`src/rtl/chipinvaders_pkg.sv`:
```
// Shared types and constants for the chipinvaders alien fleet.
// Latency: n/a (package only).
// Backpressure: n/a.
//
// Contents: fleet_state_t, formation size defaults, per-row score values
// and the row -> points helper.
package chipinvaders_pkg;

    typedef enum logic [1:0] {
        IDLE    = 2'd0,
        MARCH   = 2'd1,
        CLEARED = 2'd2,
        LANDED  = 2'd3
    } fleet_state_t;

    localparam int ROWS_DEF = 5;
    localparam int COLS_DEF = 11;

    localparam logic [5:0] PTS_TOP = 6'd30;   // row 0
    localparam logic [5:0] PTS_MID = 6'd20;   // rows 1-2
    localparam logic [5:0] PTS_LOW = 6'd10;   // rows 3 and below

    function automatic logic [5:0] row_points(input logic [2:0] row);
        logic [5:0] pts;
        if (row == 3'd0) begin
            pts = PTS_TOP;
        end else if (row <= 3'd2) begin
            pts = PTS_MID;
        end else begin
            pts = PTS_LOW;
        end
        return pts;
    endfunction

endpackage

```
`src/rtl/fleet_extent.sv`:
```
// Occupied extent of the formation: lowest/highest live column, lowest live row.
// Latency: purely combinational.
// Backpressure: none.
//
// Ports: i_alive (mask, bit = row*COLS+col) -> o_min_col, o_max_col, o_max_row,
// o_any_alive. With an empty mask the indices read 0 and o_any_alive is 0.
module fleet_extent
    import chipinvaders_pkg::*;
#(
    parameter int ROWS = ROWS_DEF,
    parameter int COLS = COLS_DEF
)
(
    input  logic [ROWS*COLS-1:0] i_alive,
    output logic [3:0]           o_min_col,
    output logic [3:0]           o_max_col,
    output logic [2:0]           o_max_row,
    output logic                 o_any_alive
);

    logic [COLS-1:0] w_col_any;
    logic [ROWS-1:0] w_row_any;

    always_comb begin
        w_col_any = '0;
        w_row_any = '0;
        for (int r = 0; r < ROWS; r++) begin
            for (int c = 0; c < COLS; c++) begin
                if (i_alive[r*COLS+c]) begin
                    w_col_any[c] = 1'b1;
                    w_row_any[r] = 1'b1;
                end
            end
        end
    end

    always_comb begin
        o_min_col = '0;
        o_max_col = '0;
        o_max_row = '0;
        // Descending scan so the last hit is the lowest column.
        for (int c = COLS-1; c >= 0; c--) begin
            if (w_col_any[c]) o_min_col = 4'(c);
        end
        for (int c = 0; c < COLS; c++) begin
            if (w_col_any[c]) o_max_col = 4'(c);
        end
        for (int r = 0; r < ROWS; r++) begin
            if (w_row_any[r]) o_max_row = 3'(r);
        end
    end

    assign o_any_alive = |w_row_any;

endmodule

```
`src/rtl/alien_fleet_ctrl.sv`:
```
// Alien formation sequencer: march timing, stepping, edge drop, kills, score events.
// Latency: kill_ack/kill_hit/score one cycle after kill_valid; steps on vsync rising edge.
// Backpressure: none; kill_valid accepted every cycle, every request gets an ack.
//
// Ports: clk, reset (async, active-high), vsync, start, kill_valid/kill_row/kill_col in;
// kill_ack, kill_hit, score_pulse, score_points, fleet_x, fleet_y, alive, alive_count,
// anim_phase, fleet_cleared, fleet_landed out.
// Build option: define FLEET_SPEEDUP_EN to make the step period shrink with alive_count;
// otherwise the period is the constant BASE_PERIOD.
module alien_fleet_ctrl
    import chipinvaders_pkg::*;
#(
    parameter int ROWS        = ROWS_DEF,
    parameter int COLS        = COLS_DEF,
    parameter int CELL_W      = 32,
    parameter int CELL_H      = 24,
    parameter int START_X     = 64,
    parameter int START_Y     = 64,
    parameter int STEP_X      = 4,
    parameter int DROP_Y      = 12,
    parameter int LEFT_LIMIT  = 8,
    parameter int RIGHT_LIMIT = 632,
    parameter int LAND_Y      = 424,
    parameter int BASE_PERIOD = 30,
    parameter int MIN_PERIOD  = 2
)
(
    input  logic                 clk,
    input  logic                 reset,
    input  logic                 vsync,
    input  logic                 start,
    input  logic                 kill_valid,
    input  logic [2:0]           kill_row,
    input  logic [3:0]           kill_col,
    output logic                 kill_ack,
    output logic                 kill_hit,
    output logic                 score_pulse,
    output logic [5:0]           score_points,
    output logic [9:0]           fleet_x,
    output logic [9:0]           fleet_y,
    output logic [ROWS*COLS-1:0] alive,
    output logic [5:0]           alive_count,
    output logic                 anim_phase,
    output logic                 fleet_cleared,
    output logic                 fleet_landed
);

    localparam int N     = ROWS * COLS;
    localparam int IDX_W = $clog2(N);

    fleet_state_t   r_state, w_state_nxt;
    logic           r_vsync_q;
    logic [5:0]     r_frame_cnt;
    logic [N-1:0]   r_alive;
    logic [5:0]     r_alive_count;
    logic [9:0]     r_fleet_x, r_fleet_y;
    logic           r_dir_left;
    logic           r_anim;
    logic           r_edge_right, r_edge_left, r_land_cmp;
    logic           r_kill_ack, r_kill_hit, r_score_pulse;
    logic [5:0]     r_score_points;

    logic           w_tick;
    logic [5:0]     w_period;
    logic           w_step;
    logic           w_kill_hit;
    logic           w_kill_in_range;
    logic           w_target_alive;
    logic [IDX_W-1:0] w_kill_idx;
    logic [3:0]     w_min_col, w_max_col;
    logic [2:0]     w_max_row;
    logic           w_any_alive;
    logic [10:0]    w_left, w_right, w_bottom;

    assign w_tick = vsync & ~r_vsync_q;

`ifdef FLEET_SPEEDUP_EN
    logic [5:0] w_half_count;
    assign w_half_count = {1'b0, r_alive_count[5:1]};
    assign w_period     = (w_half_count < 6'(MIN_PERIOD)) ? 6'(MIN_PERIOD) : w_half_count;
`else
    localparam int PERIOD_CONST = (BASE_PERIOD < MIN_PERIOD) ? MIN_PERIOD : BASE_PERIOD;
    assign w_period = 6'(PERIOD_CONST);
`endif

    fleet_extent #(
        .ROWS (ROWS),
        .COLS (COLS)
    ) u_extent (
        .i_alive     (r_alive),
        .o_min_col   (w_min_col),
        .o_max_col   (w_max_col),
        .o_max_row   (w_max_row),
        .o_any_alive (w_any_alive)
    );

    // Edge positions in 11 bits so the limit compares cannot wrap.
    assign w_left   = {1'b0, r_fleet_x} + 11'(w_min_col) * 11'(CELL_W);
    assign w_right  = {1'b0, r_fleet_x} + (11'(w_max_col) + 11'd1) * 11'(CELL_W);
    assign w_bottom = {1'b0, r_fleet_y} + (11'(w_max_row) + 11'd1) * 11'(CELL_H);

    always_comb begin
        w_kill_in_range = (int'(kill_row) < ROWS) && (int'(kill_col) < COLS);
        w_kill_idx      = IDX_W'(int'(kill_row) * COLS + int'(kill_col));
        w_target_alive  = w_kill_in_range ? r_alive[w_kill_idx] : 1'b0;
    end

    always_ff @(posedge clk or posedge reset) begin
        if (reset) begin
            r_state <= IDLE;
        end else begin
            r_state <= w_state_nxt;
        end
    end

    // Step decisions use registered edge/land compares, i.e. the pre-kill mask.
    always_comb begin
        w_state_nxt = r_state;
        w_kill_hit  = 1'b0;
        w_step      = 1'b0;
        if (!start && r_state == MARCH) begin
            w_kill_hit = kill_valid && w_target_alive;
            w_step     = w_tick && (r_frame_cnt + 6'd1 >= w_period) && !r_land_cmp;
        end
        if (start) begin
            w_state_nxt = MARCH;
        end else begin
            case (r_state)
                MARCH: begin
                    // Clearing the last alien takes priority over landing.
                    if (w_kill_hit && r_alive_count == 6'd1) begin
                        w_state_nxt = CLEARED;
                    end else if (r_land_cmp) begin
                        w_state_nxt = LANDED;
                    end
                end
                default: w_state_nxt = r_state;
            endcase
        end
    end

    always_ff @(posedge clk or posedge reset) begin
        if (reset) begin
            r_vsync_q      <= 1'b0;
            r_frame_cnt    <= '0;
            r_alive        <= '0;
            r_alive_count  <= '0;
            r_fleet_x      <= 10'(START_X);
            r_fleet_y      <= 10'(START_Y);
            r_dir_left     <= 1'b0;
            r_anim         <= 1'b0;
            r_edge_right   <= 1'b0;
            r_edge_left    <= 1'b0;
            r_land_cmp     <= 1'b0;
            r_kill_ack     <= 1'b0;
            r_kill_hit     <= 1'b0;
            r_score_pulse  <= 1'b0;
            r_score_points <= '0;
        end else begin
            r_vsync_q      <= vsync;
            r_kill_ack     <= kill_valid;
            r_kill_hit     <= w_kill_hit;
            r_score_pulse  <= w_kill_hit;
            r_score_points <= w_kill_hit ? row_points(kill_row) : 6'd0;

            if (start) begin
                r_alive       <= {N{1'b1}};
                r_alive_count <= 6'(N);
                r_fleet_x     <= 10'(START_X);
                r_fleet_y     <= 10'(START_Y);
                r_dir_left    <= 1'b0;
                r_frame_cnt   <= '0;
                // Cleared so stale compares from the previous game cannot fire.
                r_edge_right  <= 1'b0;
                r_edge_left   <= 1'b0;
                r_land_cmp    <= 1'b0;
            end else begin
                r_edge_right <= w_any_alive && (w_right + 11'(STEP_X) > 11'(RIGHT_LIMIT));
                r_edge_left  <= w_any_alive && (w_left < 11'(LEFT_LIMIT + STEP_X));
                r_land_cmp   <= w_any_alive && (w_bottom >= 11'(LAND_Y));

                if (w_kill_hit) begin
                    r_alive[w_kill_idx] <= 1'b0;
                    r_alive_count       <= r_alive_count - 6'd1;
                end

                if (r_state == MARCH && w_tick) begin
                    r_frame_cnt <= w_step ? 6'd0 : r_frame_cnt + 6'd1;
                end

                if (w_step) begin
                    r_anim <= ~r_anim;
                    if (r_dir_left ? r_edge_left : r_edge_right) begin
                        r_fleet_y  <= r_fleet_y + 10'(DROP_Y);
                        r_dir_left <= ~r_dir_left;
                    end else if (r_dir_left) begin
                        r_fleet_x <= r_fleet_x - 10'(STEP_X);
                    end else begin
                        r_fleet_x <= r_fleet_x + 10'(STEP_X);
                    end
                end
            end
        end
    end

    assign kill_ack      = r_kill_ack;
    assign kill_hit      = r_kill_hit;
    assign score_pulse   = r_score_pulse;
    assign score_points  = r_score_points;
    assign fleet_x       = r_fleet_x;
    assign fleet_y       = r_fleet_y;
    assign alive         = r_alive;
    assign alive_count   = r_alive_count;
    assign anim_phase    = r_anim;
    assign fleet_cleared = (r_state == CLEARED);
    assign fleet_landed  = (r_state == LANDED);

endmodule

```
`config.mk`:
```
export PLATFORM = sky130hd
export DESIGN_NAME = alien_fleet_ctrl
export DESIGN_NICKNAME = d
export VERILOG_FILES = /design/src/rtl/chipinvaders_pkg.sv /design/src/rtl/fleet_extent.sv /design/src/rtl/alien_fleet_ctrl.sv
export SDC_FILE = /design/constraint.sdc
export NUM_CORES = 1
export LEC_CHECK = 0
export CAP_MARGIN = 20
export CORE_UTILIZATION = 40
export DETAILED_ROUTE_END_ITERATION = 12
export DONT_BUFFER_PORTS = 1
export GPL_TIMING_DRIVEN = 0
export PLACE_DENSITY_LB_ADDON = 0.05
export SLEW_MARGIN = 15
export SYNTH_ARGS = -nofsm -noshare
export SYNTH_HDL_FRONTEND = slang
export SYNTH_SLANG_ARGS = --single-unit
```
`constraint.sdc`:
```
create_clock -name clk -period 8.6 [get_ports clk]
set_clock_uncertainty 0.1 [all_clocks]
set_input_delay 2.58 -clock clk [delete_from_list [all_inputs] [get_ports clk]]
set_output_delay 2.58 -clock clk [all_outputs]
set_load 0.02 [all_outputs]
```
==> impl_metrics.yaml, run 1 <==
power_and_ir_drop:
  internal-power_uw: 801
  power_uw: 1180
  p_switching_uw: 381
  power_frac_seq: 0.395
  p_sw_frac: 0.323
  clkPwrFrac: 0.382
  p_leak_uw: 0.00277
  irDropWorstVdd_mv: 0.111
  powerDensity_nw_per_um2: 167
  power.share.combinational: 0.222
worst_setup_path:
  crit_top_cell: "buf_6"
  crit_chain: "inv_1 -> ha_1 -> inv_1 -> fa_1 -> fa_1 -> buf_6 -> buf_6 -> nand2_1 -> o21ai_0 -> a221oi_2 -> a32oi_1 -> a211o_1 -> buf_6 -> nor3_2 -> buf_2 -> a21oi_1"
  arrival_ns: 6.48
  critPathKind: "input port to flip-flop"
  startpoint_type: "input port"
  critPathRequiredTime_ns: 8.72
  r2r-start: "alive[12]$_DFFE_PP0P_"
  critPathMaxFanout: 10
  rrSetupSlack_ns: 4.72
  r2r_end: "r_edge_right$_DFF_PP0_"
  crit_slowest_cell: "nor3_2"
  crit_path_start: "kill_row[1]"
  critPathMaxStageDelay_ns: 0.56
  crit_end: "alive[6]$_DFFE_PP0P_"
  rr_worst_depth: 15
  cp-end-kind: "flip-flop"
yosys:
  synth_area_sq_um: 6430
  synth_compound_area_frac: 0.183
  synthSimpleGateAreaFrac: 0.206
  synth_seq_cells: 95
  synthAdderAreaFrac: 0.104
  synth_top_family_by_area: "simple AND/OR/NAND/NOR gates"
  synth_cells: 723
  synth_most_common_cell: "nor2_1"
  synthTopCellsByCount: "nor2_1 (109), dfrtp_1 (93), a21oi_1 (72)"
  synth_area_leaders: "dfrtp_1 (36%), ha_1 (8.6%), nor2_1 (6.4%)"
  ys_seq_area_frac: 0.370
  synth_top_area_share: 0.362
  synth_top_area_cell: "dfrtp_1"
  syn_avg_cell_area_sq_um: 8.89
  async_flop_share: 1.00
  synth_cell_types: 72
  synth_edf_count: 0
  synth_xor_area_frac: 0.0354
  yosysWarnings: 0
  synthFlopType: "dfrtp_1"
  synthMuxAreaShare: 0.0393
grt:
  grt_start_max_net_pins: 54
  grt_first_pass_wirelength_mm: 30.4
  grt_usage: 0.248
  overflow: 0
  antenna_found_initial: 1
  first_global_vias: 5297
timing:
  grt_setup_unrepaired: "false"
  slew_headroom: 0.299
  drv_slew: 0
  fmax_mhz: 157
  finalSetupTns_ns: 0
  finalCritPeriodShare: 0.740
  worst_pin_slew_ns: 1.04
  post-route-min-period_ns: 6.36
  setup_ws_ns: 2.24
  hold_viol_final: 0
  setup_viol: 0
routing:
  via_count: 5558
  ant_nets: 0
  via_per_inst: 5.80
  routed_wirelength_mm: 20.1
  dr.pass1.iters: 5
  wl_per_cell_microns: 20.9
  post-route-drc-count: 0
  drtIter0Drc: 419
placement:
  place.gp.congestion: 0.875
  place_inst: 943
  post-place-ws_ns: 1.85
  placed_area_sq_um: 6760
  port_buffers: 0
  place_hpwl_mm: 15.1
clocking:
  numCtsBuffers: 9
  htree_levels: 3
  cts_tree: "built"
  insertion_delay_ns: 0.36
  cts_hold_buffers: 0
  root_buffer: "clkbuf_16"
  numClockSinks: 95
  path_clk_slew_ns: 0.07
  post_cts_buffers: 0
  cts_resized: 0
  cts.path.max_buffers: 2
cells_and_area:
  drive_gt1_frac: 0.0976
  nets: 805
  final_cell_area_sq_um: 7090
  multi_input_area_sq_um: 3690
  num_antenna_cells: 0
  fillers: 1549
  syn_to_final_growth_pct: 10.2
  final_cells: 959
  regArea_sq_um: 2380
worst_hold_path:
  whs_path_depth: 1
  hp-class: "flip-flop to flip-flop"
outcome:
  status: "finished, final reports clean"
floorplan:
  coreArea_sq_um: 15400
  die_area_sq_um: 16600
  core.rowCount: 45
  initial_core_util: 0.417
  die_width_microns: 129
  die_y_microns: 129
  io_pins: 105
run:
  max_cap_violations: 0
[power groups by stage]
stage,Clock (uW),Combinational (uW),Sequential (uW)
after global placement,0,257,476
final,452,263,468
after detailed placement,0,260,476
after global routing,479,285,468
after CTS,460,261,467
after floorplan,0,193,472
[worst min path at each step]
stage | startpoint | end | slack [ns]
floorplan | r_edge_left$_DFF_PP0_ | r_dir_left$_DFFE_PP0P_ | 0.34
global placement | r_edge_left$_DFF_PP0_ | r_dir_left$_DFFE_PP0P_ | 0.35
detailed placement | r_edge_left$_DFF_PP0_ | r_dir_left$_DFFE_PP0P_ | 0.36
CTS | r_edge_left$_DFF_PP0_ | r_dir_left$_DFFE_PP0P_ | 0.37
global route | r_edge_left$_DFF_PP0_ | r_dir_left$_DFFE_PP0P_ | 0.38
finish | r_edge_left$_DFF_PP0_ | r_dir_left$_DFFE_PP0P_ | 0.38
[metal layers]
| layer | track usage | part of all wire | vias to the layer above |
|---|---|---|---|
| met2 | 0.402 | 0.47 | 242 |
| met3 | 0.0565 | 0.074 | 51 |
| met4 | 0.112 | 0.038 | 0 |
| met5 | 0 | 0 | - |
| met1 | 0.316 | 0.42 | 2661 |
| li1 | - | - | 2604 |
[flip-flops by register name, indices dropped and copies added, names as in the netlist]
signal        cells
alive            55
fleet_x           8
fleet_y           8
alive_count       6
r_frame_cnt       6
r_state           2
score_points      2
anim_phase        1
kill_ack          1
r_dir_left        1
r_edge_left       1
r_edge_right      1
r_land_cmp        1
r_vsync_q         1
score_pulse       1
[critical path, delay by kind of cell]
kind	cells	cell delay (ns)
buffers and inverters	6	0.97
and+or+nand+nor	2	0.66
AOI/OAI and AO/OA	5	0.97
adders and majority gates	3	1.26
[stage by stage]
stage | util | hold slack, ns
2_1_floorplan | - | 0.342
3_3_place_gp | 0.436 | 0.353
3_5_place_dp | 0.438 | 0.361
4_1_cts | 0.459 | 0.371
5_1_grt | 0.459 | 0.385
6_report | 0.459 | 0.378
[cell families after synthesis]
logic type / after synthesis
xor gates and xnor gates: 26
adders and majority gates: 50
and+or+nand+nor: 271
AOI/OAI and AO/OA: 186
muxes: 19
DFF: 95
other: 1
buffers and inverters: 75
[final cells by class]
class | count | area share
Buffer | 36 | 0.0348
Multi-Input combinational cell | 561 | 0.520
Clock inverter | 6 | 0.0129
Clock buffer | 10 | 0.0337
Inverter | 39 | 0.0214
Timing Repair Buffer | 1 | 0.00388
Sequential cell | 95 | 0.336
Tap cell | 211 | 0.0373
[cells in the final DEF, fill, tap and decap left out, drive strengths merged, types with 3 or more instances in the layout]
| master | instances |
|---|---|
| nor2 | 109 |
| dfrtp | 93 |
| a21oi | 83 |
| ha | 44 |
| inv | 40 |
| nand2 | 37 |
| o21ai | 35 |
| nor3 | 30 |
| buf | 25 |
| nand3 | 22 |
| clkbuf | 22 |
| xnor2 | 18 |
| nor4 | 17 |
| nor2b | 12 |
| a31oi | 11 |
| conb | 9 |
| xor2 | 8 |
| a21o | 8 |
| mux2i | 8 |
| or3 | 7 |
| o21bai | 7 |
| mux2 | 7 |
| nand2b | 6 |
| and2 | 6 |
| or4 | 6 |
| fa | 6 |
| and3 | 5 |
| o22ai | 4 |
| mux4 | 4 |
| a211o | 4 |
| o21a | 4 |
| and3b | 3 |
| nor3b | 3 |
| nand3b | 3 |
| clkinv | 3 |
No activity file was read; power rests on OpenSTA's default activity.
==> run 2: changes to the inputs <==
==> constraint.sdc (replaced) <==
create_clock -name clk -period 5.8 [get_ports clk]
set_clock_uncertainty 0.1 [all_clocks]
set_input_delay 1.74 -clock clk [delete_from_list [all_inputs] [get_ports clk]]
set_output_delay 1.74 -clock clk [all_outputs]
set_load 0.02 [all_outputs]
==> results of run 2 <==
The final DEF is identical to that of run 1. Status: finished, final reports clean.
Main changes from that run: setup slack after placement 1.85 ns -> -0.110 ns; setup slack after layout 2.24 ns -> 0.278 ns; register-to-register setup slack 4.72 ns -> 1.92 ns; total power 1180 uW -> 1750 uW; worst IR drop on VDD 0.111 mV -> 0.165 mV
==> run 3: changes to the inputs <==
--- a/config.mk
+++ b/config.mk
@@ -6,6 +6,7 @@
 export NUM_CORES = 1
 export LEC_CHECK = 0
 export CAP_MARGIN = 20
+export CORE_ASPECT_RATIO = 1.25
 export CORE_UTILIZATION = 40
 export DETAILED_ROUTE_END_ITERATION = 12
 export DONT_BUFFER_PORTS = 1
==> impl_metrics.yaml, run 3 (synthesis gave the netlist of run 1 again) <==
placement:
  place.gp.congestion: 0.941
  place_inst: 944
  port_buffers: 0
  post-place-ws_ns: -0.233
  placed_area_sq_um: 6750
  place_hpwl_mm: 16.3
worst_setup_path:
  cp-end-kind: "flip-flop"
  critPathTopFamily: "adder cells"
  r2r-start: "alive[12]$_DFFE_PP0P_"
  crit_slowest_cell: "nor4_4"
  arrival_ns: 5.52
  crit_path_start: "kill_row[1]"
  cp_num_cells: 15
  rrSetupSlack_ns: 1.93
  critPathMaxFanout: 10
  critPathKind: "input port to flip-flop"
  critPathBufInv: 6
  r2r_end: "r_edge_right$_DFF_PP0_"
  crit_end: "alive[16]$_DFFE_PP0P_"
  startpoint_type: "input port"
  critPathRequiredTime_ns: 5.92
  critPathMaxStageDelay_ns: 0.62
  crit_chain: "inv_1 -> ha_1 -> inv_1 -> fa_1 -> fa_1 -> buf_6 -> buf_2 -> buf_2 -> o221ai_1 -> o21ai_0 -> nand3_1 -> o2bb2ai_2 -> nor4_4 -> buf_6 -> a21oi_2"
  rr_worst_depth: 15
clocking:
  numCtsBuffers: 9
  insertion_delay_ns: 0.36
  cts_resized: 0
  root_buffer: "clkbuf_16"
  path_clk_slew_ns: 0.08
  cts_hold_buffers: 0
  cts_tree: "built"
  post_cts_buffers: 0
  cts.path.max_buffers: 2
  htree_levels: 3
  numClockSinks: 95
timing:
  fmax_mhz: 185
  drv_slew: 0
  worst_pin_slew_ns: 0.890
  finalCritPeriodShare: 0.932
  holdWs_ns: 0.390
  setup_viol: 0
  hold_viol_final: 0
  post-route-min-period_ns: 5.40
  grt_setup_unrepaired: "false"
  slew_headroom: 0.402
  setup_ws_ns: 0.396
routing:
  routed_wirelength_mm: 21.4
  via_per_inst: 5.77
  dr.pass1.iters: 5
  ant_nets: 0
  wl_per_cell_microns: 22.3
  via_count: 5536
  drtIter0Drc: 409
  post-route-drc-count: 0
grt:
  antenna_found_initial: 0
  grt_start_max_net_pins: 51
  first_global_vias: 5600
  overflow: 0
  grt_usage: 0.271
  grt_first_pass_wirelength_mm: 33.1
cells_and_area:
  largest_register_ffs: 55
  final_cells: 960
  num_antenna_cells: 0
  final_cell_area_sq_um: 7060
  final_cell_mix: "nor2_1 (109), dfrtp_1 (93), a21oi_1 (72)"
  nets: 805
  layout_commonest_cell: "nor2_1"
  syn_to_final_growth_pct: 9.89
  drive_gt1_frac: 0.0976
power_and_ir_drop:
  powerDensity_nw_per_um2: 241
  power_uw: 1700
  p_leak_uw: 0.00276
  irDropWorstVdd_mv: 0.177
floorplan:
  die_width_microns: 115
  die_y_microns: 144
  io_pins: 105
  die_area_sq_um: 16600
  core.rowCount: 51
  coreArea_sq_um: 15600
  initial_core_util: 0.411
outcome:
  status: "finished, final reports clean"
run:
  max_cap_violations: 0
worst_hold_path:
  hp-class: "flip-flop to flip-flop"
[run 3: worst min-delay path by stage]
stage | depth (start not counted) | slack, ns | to | from
after global routing | 1 | 0.42 | r_dir_left$_DFFE_PP0P_ | r_edge_left$_DFF_PP0_
after CTS | 1 | 0.39 | r_dir_left$_DFFE_PP0P_ | r_edge_left$_DFF_PP0_
after detailed placement | 1 | 0.37 | r_dir_left$_DFFE_PP0P_ | r_edge_left$_DFF_PP0_
after floorplan | 1 | 0.34 | r_dir_left$_DFFE_PP0P_ | r_edge_left$_DFF_PP0_
after global placement | 1 | 0.35 | r_dir_left$_DFFE_PP0P_ | r_edge_left$_DFF_PP0_
final | 1 | 0.39 | r_dir_left$_DFFE_PP0P_ | r_edge_left$_DFF_PP0_
[run 3: worst register-to-register path: cells and delay by family (launching register included)]
family	cells	cell delay [ns]
compound gates	9	1.38
flops	1	0.54
simple gates	3	1.02
xor+xnor	1	0.14
fa+ha+maj	2	0.62
[run 3: per-layer routing]
| layer | up-vias | global-route usage | routed length [microns] |
|---|---|---|---|
| li1 | 2604 | - | - |
| met1 | 2706 | 0.322 | 8700 |
| met2 | 172 | 0.461 | 10500 |
| met3 | 54 | 0.0624 | 1300 |
| met4 | 0 | 0.125 | 868 |
| met5 | - | 0 | 0 |
[run 3: where the power goes]
| part | internal (uW) | switching, uW |
|---|---|---|
| sequential | 671 | 22.5 |
| combinational | 125 | 271 |
| clock | 306 | 305 |
| total | 1100 | 599 |
[run 3: cell type report]
type,count,area (sq um)
fill,1566,8570
multi-input combinational,561,3690
sequential,95,2380
tap,212,265
buffer,36,246
clock buffer,9,225
inverter,39,149
clock inverter,7,78.8
timing repair buffer,1,27.5
[run 3: through the flow]
| step | util | TNS [ns] |
|---|---|---|
| floorplan | - | 0 |
| global placement | 0.430 | -2.24 |
| global route | 0.452 | 0 |
| finish | 0.452 | 0 |
| detailed placement | 0.432 | -2.18 |
| CTS | 0.451 | 0 |
